--- config.mk ---
export PLATFORM = sky130hd
export DESIGN_NAME = regex_stream_driver
export DESIGN_NICKNAME = d
export VERILOG_FILES = /design/src/rtl/regex_stream_pkg.sv /design/src/rtl/byte_fifo.sv /design/src/rtl/regex_stream_driver.sv
export SDC_FILE = /design/constraint.sdc
export NUM_CORES = 1
export LEC_CHECK = 0
export CORE_UTILIZATION = 48
export CTS_CLUSTER_DIAMETER = 80
export DETAILED_ROUTE_END_ITERATION = 10
export PLACE_DENSITY = 0.87
export SYNTH_ARGS = -nofsm -noshare
export SYNTH_HDL_FRONTEND = slang
export SYNTH_SLANG_ARGS = --single-unit
--- constraint.sdc ---
create_clock -name clk -period 2.6 [get_ports clk]
set_input_delay 0.52 -clock clk [delete_from_list [all_inputs] [get_ports clk]]
set_output_delay 0.52 -clock clk [all_outputs]
set_load 0.005 [all_outputs]
--- src/rtl/regex_stream_pkg.sv ---
// regex_stream_pkg: shared types and defaults for the regex stream driver
package regex_stream_pkg;
  localparam int POS_W_DEF = 32;
  typedef enum logic [1:0] {IDLE, RESTART, WAIT_RDY, EMIT} state_t;
  typedef struct packed {
    logic       last;
    logic [7:0] chr;
  } entry_t;
endpackage

--- src/rtl/byte_fifo.sv ---
// byte_fifo: small synchronous FIFO with full/empty flags and a show-ahead head
module byte_fifo #(
  parameter int DEPTH = 4,
  parameter int W     = 9
) (
  input  logic         clk,
  input  logic         reset,
  input  logic         wr,
  input  logic [W-1:0] wdata,
  input  logic         rd,
  output logic [W-1:0] rdata,
  output logic         full,
  output logic         empty
);
  localparam int AW = $clog2(DEPTH);
  logic [W-1:0] mem [DEPTH];
  logic [AW:0] wp, rp;
  // extra pointer bit tells full from empty when the indices coincide
  assign full  = (wp[AW] != rp[AW]) && (wp[AW-1:0] == rp[AW-1:0]);
  assign empty = wp == rp;
  assign rdata = mem[rp[AW-1:0]];
  always_ff @(posedge clk or negedge reset)
    if (!reset) begin
      wp <= '0;
      rp <= '0;
    end else begin
      if (wr && !full) wp <= wp + 1'b1;
      if (rd && !empty) rp <= rp + 1'b1;
    end
  always_ff @(posedge clk)
    if (wr && !full) mem[wp[AW-1:0]] <= wdata;
endmodule

--- src/rtl/regex_stream_driver.sv ---
// regex_stream_driver: buffers a byte stream and sequences one matcher evaluation per character
module regex_stream_driver
  import regex_stream_pkg::*;
#(
  parameter int FIFO_DEPTH     = 4,
  parameter int POS_W          = POS_W_DEF,
  parameter int RESTART_CYCLES = 2
) (
  input  logic             clk,
  input  logic             reset,
  input  logic             in_valid,
  output logic             in_ready,
  input  logic [7:0]       in_char,
  input  logic             in_last,
  output logic             rx_reset,
  output logic [7:0]       rx_char,
  output logic             rx_last,
  input  logic             rx_rdy,
  input  logic             rx_match,
  input  logic [POS_W-1:0] rx_start,
  input  logic [POS_W-1:0] rx_end,
  output logic             res_valid,
  input  logic             res_ready,
  output logic [POS_W-1:0] res_start,
  output logic [POS_W-1:0] res_end,
  output logic             res_last,
  output logic             done,
  output logic [POS_W-1:0] char_count
);
  localparam int CW = $clog2(RESTART_CYCLES + 1);
  state_t          state;
  entry_t          head;
  logic            full, empty, pop, ready_en, first;
  logic [CW-1:0]   cnt;
  assign in_ready = ready_en && !full;
  assign pop      = (state == IDLE) && !empty;
  byte_fifo #(.DEPTH(FIFO_DEPTH), .W($bits(entry_t))) u_fifo (
    .clk   (clk),
    .reset (reset),
    .wr    (in_valid && in_ready),
    .wdata ({in_last, in_char}),
    .rd    (pop),
    .rdata (head),
    .full  (full),
    .empty (empty)
  );
  // first WAIT_RDY cycle ignores rx_rdy: it may still reflect the previous evaluation
  always_ff @(posedge clk or negedge reset)
    if (!reset) begin
      state      <= IDLE;
      ready_en   <= 1'b0;
      rx_reset   <= 1'b1;
      rx_char    <= '0;
      rx_last    <= 1'b0;
      cnt        <= '0;
      first      <= 1'b0;
      res_valid  <= 1'b0;
      res_start  <= '0;
      res_end    <= '0;
      res_last   <= 1'b0;
      done       <= 1'b0;
      char_count <= '0;
    end else begin
      ready_en <= 1'b1;
      done     <= 1'b0;
      case (state)
        IDLE: begin
          rx_reset <= pop;
          cnt      <= '0;
          if (pop) begin
            rx_char <= head.chr;
            rx_last <= head.last;
            state   <= RESTART;
          end
        end
        RESTART: begin
          cnt   <= cnt + 1'b1;
          first <= 1'b1;
          if (cnt == CW'(RESTART_CYCLES - 1)) begin
            rx_reset <= 1'b0;
            state    <= WAIT_RDY;
          end
        end
        WAIT_RDY: begin
          first <= 1'b0;
          if (!first && rx_rdy) begin
            if (rx_match) begin
              res_valid <= 1'b1;
              res_start <= rx_start;
              res_end   <= rx_end;
              res_last  <= rx_last;
              state     <= EMIT;
            end else begin
              done       <= rx_last;
              char_count <= rx_last ? '0 : char_count + 1'b1;
              state      <= IDLE;
            end
          end
        end
        EMIT:
          if (res_ready) begin
            res_valid  <= 1'b0;
            done       <= rx_last;
            char_count <= rx_last ? '0 : char_count + 1'b1;
            state      <= IDLE;
          end
        default: state <= IDLE;
      endcase
    end
endmodule

## Word-level counts from Yosys, hierarchy flattened

Memory sizes are Yosys's and may differ from the RTL's. A register that Yosys moved wholly into a read port is not among the register bits.
Cells that the tools add are included.

- Bits in registers: 112
- Bits in latches: 0
- RAM bits: 36
- ROM bits: 0
- Input port bits: 79
- Memories: 1

Memories:

| memory | words | width | read ports | clocked after memory_dff | write ports | line | text |
|---|---|---|---|---|---|---|---|
| u_fifo.mem | 4 | 9 | 1 | 1 | 1 | byte_fifo.sv:16 | `logic [W-1:0] mem [DEPTH];` |

- $add $sub $neg: 4
- Multiply operators: 0
- Div/mod/pow operators: 0
- Order comparisons: 0
- Eq/ne operators: 13
- Shift operators: 0
- Multiplexer cells: 25
- Bitwise gates (word level): 0
- Reductions and logical operators: 21

Operator list:

| operator | number |
|---|---|
| 32-bit two-way mux | 4 |
| 32-bit case mux with 2 select lines | 1 |
| 32-bit by 1-bit adder with 32-bit output (second input constant) | 1 |
| 4-bit AND reduction | 3 |
| 2-bit two-way mux | 5 |
| 2-bit inequality test (second input constant) | 5 |
| 1-bit two-way mux | 9 |
| 1-bit case mux with 2 select lines | 4 |
| 2-bit case mux with 4 select lines | 1 |
| 1-bit logical AND | 7 |
| 3-bit by 1-bit adder with 3-bit output (second input constant) | 2 |
| 2-bit nonzero test | 3 |
| 2-bit by 1-bit == test with 1-bit output (second input constant) | 2 |
| 2-bit == test (second input constant) | 2 |
| 1-bit zero test | 4 |
| 2-bit case mux with 2 select lines | 1 |
| 2-bit AND reduction | 2 |
| 3-bit == test | 1 |
| 3-bit AND reduction | 1 |
| 2-bit by 1-bit adder with 2-bit output (second input constant) | 1 |
| 2-bit == test | 1 |
| 2-bit zero test | 1 |
| 2-bit by 1-bit inequality test with 1-bit output (second input constant) | 1 |
| 1-bit inequality test | 1 |

## Logic depth before layout (Yosys ltp)

Gate-level depths: netlist (run 1).

- Depth after elaboration: 8
- Depth in mapped cells: 9
- Mapped depth without buffers: 6

## Modules after synthesis

From an unflattened synthesis (run 1), not the netlist that was laid out.

- Cells, all modules: 512
- Area total of the unflattened synthesis: 6859.1 um^2

Modules (own cells, without submodules):

| module | times used | cells an instance | area each (um^2) | seq. area each (um^2) |
|---|---|---|---|---|
| regex_stream_driver | 1 | 416 | 5086.1 | 2879.0 |
| byte_fifo | 1 | 96 | 1773.0 | 1231.2 |

## Least setup slack after synthesis (run 1)

OpenSTA, ideal clock, no wires.

- Kind: reg-to-reg
- Start point: reg state[0]
- End point: reg char_count[29]
- Library setup time: 0.125 ns
- Arrival: 2.189 ns
- Path slack: 0.287 ns
- Cell stages (with the launch flop): 8
- Path buffers: 1
- Clock period less this slack: 2.313 ns
- Path through: dfrtp_1 inv_1 ha_1 clkbuf_1 mux2i_1 a2111o_1 nor4_1 mux2_2

- Word-level cells in the longest chain between the ends: 3
- Elaborated cells on any way between the ends: 8
- Those cells by class: 5 x eq/ne; 1 x mux; 2 x reduce/logical

RTL lines:

| element | line | text |
|---|---|---|
| start, declared | regex_stream_driver.sv:31 | `state_t state;` |
| start signal, assigned | regex_stream_driver.sv:50 | `state <= IDLE;` |
| start signal, assigned | regex_stream_driver.sv:73 | `state <= RESTART;` |
| start signal, assigned | regex_stream_driver.sv:81 | `state <= WAIT_RDY;` |
| 2-bit == test | regex_stream_driver.sv:66 | `case (state)` |
| 2-bit inequality test (no line) / 2-bit nonzero test (equally long branches) | - |  |
| 4-bit AND reduction (no line) | - |  |
| end signal, assigned | regex_stream_driver.sv:95 | `char_count <= rx_last ? '0 : char_count + 1'b1;` |
| end signal, assigned | regex_stream_driver.sv:104 | `char_count <= rx_last ? '0 : char_count + 1'b1;` |
| end, declared | regex_stream_driver.sv:28 | `output logic [POS_W-1:0] char_count` |

Parallel ways exist; a longest one is shown, timed or not.
A chain may end at the register's enable or synchronous reset.

## Worst setup path after layout (run 1)

- Start point: reg u_fifo.wp[0]
- End point: out in_ready

- Word-level cells in the longest chain between the ends: 4

RTL lines:

| element | line | text |
|---|---|---|
| start, declared | byte_fifo.sv:17 | `logic [AW:0] wp, rp;` |
| start signal, assigned | byte_fifo.sv:27 | `if (wr && !full) wp <= wp + 1'b1;` |
| 2-bit == test | byte_fifo.sv:19 | `assign full = (wp[AW] != rp[AW]) && (wp[AW-1:0] == rp[AW-1:0]);` |
| 1-bit logical AND | byte_fifo.sv:19 |  |
| 1-bit zero test | regex_stream_driver.sv:35 | `assign in_ready = ready_en && !full;` |
| 1-bit logical AND | regex_stream_driver.sv:35 |  |
| end, declared | regex_stream_driver.sv:12 | `output logic in_ready,` |

Every way passes these cells.

==> flow_metrics.env, run 1 <==
export IMPL_status="finished, final reports clean"
export IMPL_rsz0062_at_grt="false"
export IMPL_viasPerCell=5.69
export IMPL_synth_cells=494
export IMPL_fp_dieH_um=120
export IMPL_drcViolationCount=0
export IMPL_drt_total_wl_mm=16.2
export IMPL_ys_flop_type="dfrtp_1"
export IMPL_finClkSkew_ps=14.6
export IMPL_cts_max_path_buffers=2
export IMPL_async_flop_share_pct=77.1
export IMPL_netlist_top_cells_area="dfrtp_1, edfxtp_1, mux2_2"
export IMPL_yosys_area_top_type="dfrtp_1"
export IMPL_cp_slowest_cell="clkdlybuf4s50_1"
export IMPL_ys_warnings_count=0
export IMPL_critPathRequiredTime_ps=2080
export IMPL_synth_most_common_cell="dfrtp_1"
export IMPL_crit_path_max_incr_delay_ps=560
export IMPL_period_share_pct=93.7
export IMPL_worst_pin_slew_ps=651
export IMPL_grt_max_degree=60
export IMPL_htree_num_levels=4
export IMPL_cts_tree="done"
export IMPL_io_pins=189
export IMPL_setup_tns_final_ps=0
export IMPL_period_needed_ps=2430
export IMPL_final_nets=788
export IMPL_die_w_um=120
export IMPL_hold_path_class="input port to async pin"
export IMPL_cap_viol_max_count=0
export IMPL_post_cts_repair_setup_buffers=0
export IMPL_synth_nets=584
export IMPL_clock_sinks=157
export IMPL_antenna_cells=0
export IMPL_fin_util_pct=70.9
export IMPL_cts_root_buffer="clkbuf_16"
export IMPL_cp_end_kind="output port"
export IMPL_path_cells="xor2_2 > o31a_1 > clkdlybuf4s50_1"
export IMPL_layout_drive_gt1_share_pct=20.8
export IMPL_grt_pass1_wl_mm=26.6
export IMPL_clock_latency_ps=420
export IMPL_io_buffers=188
export IMPL_peakVddDrop_uv=615
export IMPL_grt_total_usage_pct=23.7
export IMPL_grt_pass1_vias=5312
export IMPL_antenna_found_initial=0
export IMPL_synth_edf_count=36
export IMPL_worstSetupPathType="register to output port"
export IMPL_fmax_mhz=411
export IMPL_first_pass_iters=5
export IMPL_synth_seq_cells=157
export IMPL_relSlewSlack_pct=56.6
export IMPL_coreArea_sq_um=13500
export IMPL_fillers=925
export IMPL_post_dp_hpwl_mm=11.5
export IMPL_final_hold_viol_count=0
export IMPL_postSynthAreaPerCell_sq_um=13.6
export IMPL_netlist_area_leader_share_pct=44.6
export IMPL_crit_arrival_ps=1910
export IMPL_yosysUniqueCellTypes=52
export IMPL_first_iter_violations=358
export IMPL_start_util_pct=50.1
export IMPL_slew_violations=0
export IMPL_synth_seq_area_share_pct=61.0
export IMPL_finalSetupViolCount=0
export IMPL_avgRoutedWirePerCell_um=18.3
export IMPL_netlist_area_sq_um=6740
export IMPL_total_leakage_power_nw=3.90
export IMPL_clk_pin_slew_ps=70
export IMPL_gr_total_overflow=0
export IMPL_dieArea_sq_um=14500
export IMPL_numCtsBuffers=17
export IMPL_path_max_fanout=6
export IMPL_synthTopCellsByCount="dfrtp_1, mux2_2, edfxtp_1, nand2_1, a21oi_1"
export IMPL_power_density_nw_per_um2=1030
export IMPL_detail_route_antenna_nets=0
export IMPL_syn_to_final_growth_pct=41.6
export IMPL_whs_ps=116
export IMPL_cts_hold_buf=0
export IMPL_num_vias=5050
export IMPL_place_congestion=0.829
export IMPL_fp_row_count=42
export IMPL_start_kind="register"
## path summary, 6_finish.rpt
kind,start,end,cells after the start,slack (ps)
min reg2reg,rx_reset$_DFFE_PN1P_,rx_reset$_DFFE_PN1P_,2,490
max in group asynchronous,reset,res_end[16]$_DFFE_PN0P_,2,1710
min in group clk,rx_reset$_DFFE_PN1P_,rx_reset$_DFFE_PN1P_,2,490
max,u_fifo.wp[0]$_DFFE_PN0P_,in_ready,3,170
max reg2reg,state[0]$_DFFE_PN0P_,char_count[23]$_DFFE_PN0P_,7,210
min,reset,rx_char[4]$_DFFE_PN0P_,1,120
## state kept, by name, indices dropped and copies added, names as in the netlist, 2 cells and up
name and count:
char_count 32, u_fifo.wp 3, cnt 2, u_fifo.mem 36, rx_char 8, u_fifo.rp 3
res_end 32, state 2, res_start 32
## area by class of cell
cell class | count | area (sq um) | share of cell area (%)
sequential | 157 | 4110 | 43.1
multi-input combinational | 296 | 2500 | 26.2
timing repair buffer | 211 | 2090 | 21.9
clock buffer | 18 | 429 | 4.50
tap | 176 | 220 | 2.31
clock inverter | 14 | 134 | 1.40
inverter | 15 | 56.3 | 0.590
## metal layers
metal | global-route usage [%] | part of all wire, %
met4 | 11.7 | 3.0
met2 | 39.8 | 52
met1 | 28.4 | 39
met3 | 6.23 | 6.0
met5 | 0 | 0
## worst max-delay path, delay by kind of cell (launching register included)
family / cells / cell delay (ps)
compound gates: 1 / 250
buf+inv: 1 / 560
flops: 1 / 480
xor+xnor: 1 / 210
## through the flow
stage	setup WS (ps)	cell area (sq um)	power, W	instances
5_1_grt	42.7	9540	0.0104	887
3_3_place_gp	-165	8960	0.00731	855
2_1_floorplan	287	6740	0.00544	494
6_report	165	9540	0.00984	887
4_1_cts	66.7	9530	0.00992	887
3_5_place_dp	-232	8960	0.00751	855
## power breakdown
group          internal (W)  switching, W
Clock               0.00134       0.00103
Sequential          0.00330      0.000516
Combinational       0.00221       0.00145
Total               0.00685       0.00300
## cell usage in the layout (no fill, tap or decap), types with 12 or more instances in the layout
cell and count:
mux2_2 78, nand2_1 24, edfxtp_1 36, nand4_1 12
or4_1 16, o31ai_1 15, clkbuf_16 17, nand3_1 13
inv_1 15, buf_4 21, dfrtp_1 120, clkdlybuf4s50_1 187
a21oi_1 23
## logic make-up (layout without fill, tap and decap cells)
| kind of cell | count (synthesis) | after routing | share of synthesized area, % |
|---|---|---|---|
| flops | 157 | 157 | 61.0 |
| simple gates | 108 | 108 | 9.23 |
| mux | 90 | 90 | 16.5 |
| compound gates | 78 | 78 | 7.73 |
| buf+inv | 41 | 258 | 2.40 |
| fa+ha+maj | 11 | 11 | 2.04 |
| xor+xnor | 8 | 8 | 1.04 |
| other cells | 1 | 1 | 0.0557 |
## repair_timing
action,4_1_cts,5_1_grt
resized for setup,0,2
endpoints found under the setup margin,0,1
hold endpoints to repair,0,0
Power figures use the tool's default switching activity.
==> run 2: changes to the inputs <==
--- a/config.mk
+++ b/config.mk
@@ -5,7 +5,9 @@
 export SDC_FILE = /design/constraint.sdc
 export NUM_CORES = 1
 export LEC_CHECK = 0
-export CORE_UTILIZATION = 48
+export CELL_PAD_IN_SITES_DETAIL_PLACEMENT = 0
+export CELL_PAD_IN_SITES_GLOBAL_PLACEMENT = 1
+export CORE_UTILIZATION = 38
 export CTS_CLUSTER_DIAMETER = 80
 export DETAILED_ROUTE_END_ITERATION = 10
 export PLACE_DENSITY = 0.87
==> run 2 against run 1 <==
Compared with the run above:
- die area rose by 26%
- setup slack got worse by 24 ps
- sequential power barely moved
- worst hold slack improved by 59 ps
- count of clock-buffer cells in the layout did not move
- final area rose by 0.39%
- largest cell class unchanged
- non-clock buffer count fell by 4
- clock skew fell by 4.3 ps
- total power rose by 0.80%
==> flow_metrics.env, run 2 (synthesis results as in run 1) <==
export IMPL_status="finished, final reports clean"
export IMPL_total_leakage_power_nw=3.89
export IMPL_worstSetupPathType="register to output port"
export IMPL_grt_total_usage_pct=18.4
export IMPL_path_max_fanout=6
export IMPL_rsz0062_at_grt="false"
export IMPL_p_clk_share_pct=25.0
export IMPL_cts_root_buffer="clkbuf_16"
export IMPL_io_buffers=188
export IMPL_grt_pass1_vias=5059
export IMPL_critPathRequiredTime_ps=2080
export IMPL_drt_total_wl_mm=16.1
export IMPL_period_needed_ps=2460
export IMPL_worst_pin_slew_ps=694
export IMPL_stdcell_count=932
export IMPL_clk_pin_slew_ps=70
export IMPL_p_switching_w=0.00299
export IMPL_crit_arrival_ps=1940
export IMPL_p_comb_share_pct=36.4
export IMPL_clock_latency_ps=420
export IMPL_avgRoutedWirePerCell_um=17.3
export IMPL_io_pins=189
export IMPL_detail_route_antenna_nets=0
export IMPL_first_iter_violations=232
export IMPL_cap_viol_max_count=0
export IMPL_die_w_um=135
export IMPL_final_nets=784
export IMPL_peakVddDrop_uv=520
export IMPL_fp_dieH_um=135
export IMPL_switching_share_pct=30.1
export IMPL_first_pass_iters=4
export IMPL_antenna_found_initial=0
export IMPL_place_congestion=0.779
export IMPL_htree_num_levels=4
export IMPL_antenna_cells=0
export IMPL_internal_power_w=0.00693
export IMPL_drcViolationCount=0
export IMPL_dp_cells=900
export IMPL_post_dp_hpwl_mm=11.3
export IMPL_grt_pass1_wl_mm=26.0
export IMPL_grt_max_degree=122
export IMPL_hold_path_class="input port to async pin"
export IMPL_final_common_cell="clkdlybuf4s50_1"
export IMPL_cp_end_kind="output port"
export IMPL_startpoint="u_fifo.wp[1]$_DFFE_PN0P_"
export IMPL_gr_total_overflow=0
export IMPL_power_density_nw_per_um2=1040
export IMPL_rr_startpoint="char_count[5]$_DFFE_PN0P_"
export IMPL_final_area_sq_um=9580
export IMPL_syn_to_final_growth_pct=42.2
export IMPL_layout_drive_gt1_share_pct=20.4
export IMPL_layout_common_cells="clkdlybuf4s50_1, dfrtp_1, mux2_2"
export IMPL_num_vias=4862
export IMPL_fp_row_count=48
export IMPL_finalSetupViolCount=0
export IMPL_largest_reg_flops=36
export IMPL_numCtsBuffers=17
export IMPL_period_share_pct=94.6
export IMPL_relSlewSlack_pct=53.8
export IMPL_start_kind="register"
export IMPL_clock_sinks=157
export IMPL_coreArea_sq_um=17300
export IMPL_cts_max_path_buffers=2
export IMPL_viasPerCell=5.22
export IMPL_setup_tns_final_ps=0
export IMPL_fillers=1440
export IMPL_finClkSkew_ps=10.3
export IMPL_start_util_pct=38.9
export IMPL_fmax_mhz=407
export IMPL_slew_violations=0
export IMPL_placed_cell_area_sq_um=8980
export IMPL_dieArea_sq_um=18300
export IMPL_final_hold_viol_count=0
export IMPL_p_seq_share_pct=38.6
export IMPL_cts_tree="done"
run 2: changes by cell type in the layout (fill, tap and decap cells not counted), moves of 2 or more:
cell        delta
inv_6          -4
buf_4          -3
clkinv_2       +2
clkinv_4       +2
clkinvlp_4     -2
inv_8          +2
run 2: routing by layer:
layer,vias to the layer above,global-route usage [%],share of wire (%)
li1,2263,-,-
met1,2435,22.7,41
met2,147,30.3,52
met3,17,5.87,6.4
met4,0,6.49,1.4
met5,-,0,0
run 2: metrics by stage:
stage	utilization [%]	worst slack, ps	power [W]	hold WS, ps
floorplan	-	287	0.00544	224
global placement	51.9	-221	0.00735	472
detailed placement	51.9	-249	0.00750	476
CTS	55.3	69.8	0.0100	221
global route	55.4	16.1	0.0105	227
finish	55.4	141	0.00992	175
run 2: power groups by stage:
stage / Clock [W] / Sequential (W) / Combinational (W)
floorplan: 0 / 0.00379 / 0.00165
global placement: 0 / 0.00381 / 0.00353
detailed placement: 0 / 0.00387 / 0.00363
CTS: 0.00254 / 0.00383 / 0.00366
global route: 0.00264 / 0.00394 / 0.00393
finish: 0.00248 / 0.00383 / 0.00361
run 2: final timing paths:
| check | depth (start not counted) | slack, ps | endpoint |
|---|---|---|---|
| setup / recovery | 3 | 140 | in_ready |
| hold / removal | 2 | 180 | char_count[12]$_DFFE_PN0P_ |
| setup reg to reg | 4 | 270 | char_count[29]$_DFFE_PN0P_ |
| hold reg to reg | 2 | 480 | res_last$_DFFE_PN0P_ |
| max in group asynchronous | 2 | 1880 | rx_char[4]$_DFFE_PN0P_ |
| min in group clk | 2 | 480 | res_last$_DFFE_PN0P_ |
run 2: what timing repair did:
action | CTS | global route
hold buffers | 0 | 0
setup buffers | 0 | 0
gates resized for setup | 0 | 1
setup endpoints to repair | 0 | 1
run 2: critical path, cell delays in order (launching register included):
cell             delay, ps
dfrtp_1                440
xor2_1                 280
o31a_1                 270
clkdlybuf4s50_1        540
run 2: final cells by class:
type                            count  area (sq um)  area share [%]
Sequential cell                   157          4110            42.9
Tap cell                          225           282            2.94
Inverter                           15          56.3           0.588
Timing Repair Buffer              207          2050            21.4
Clock inverter                     14           160            1.67
Clock buffer                       18           429            4.48
Multi-Input combinational cell    296          2490            26.0
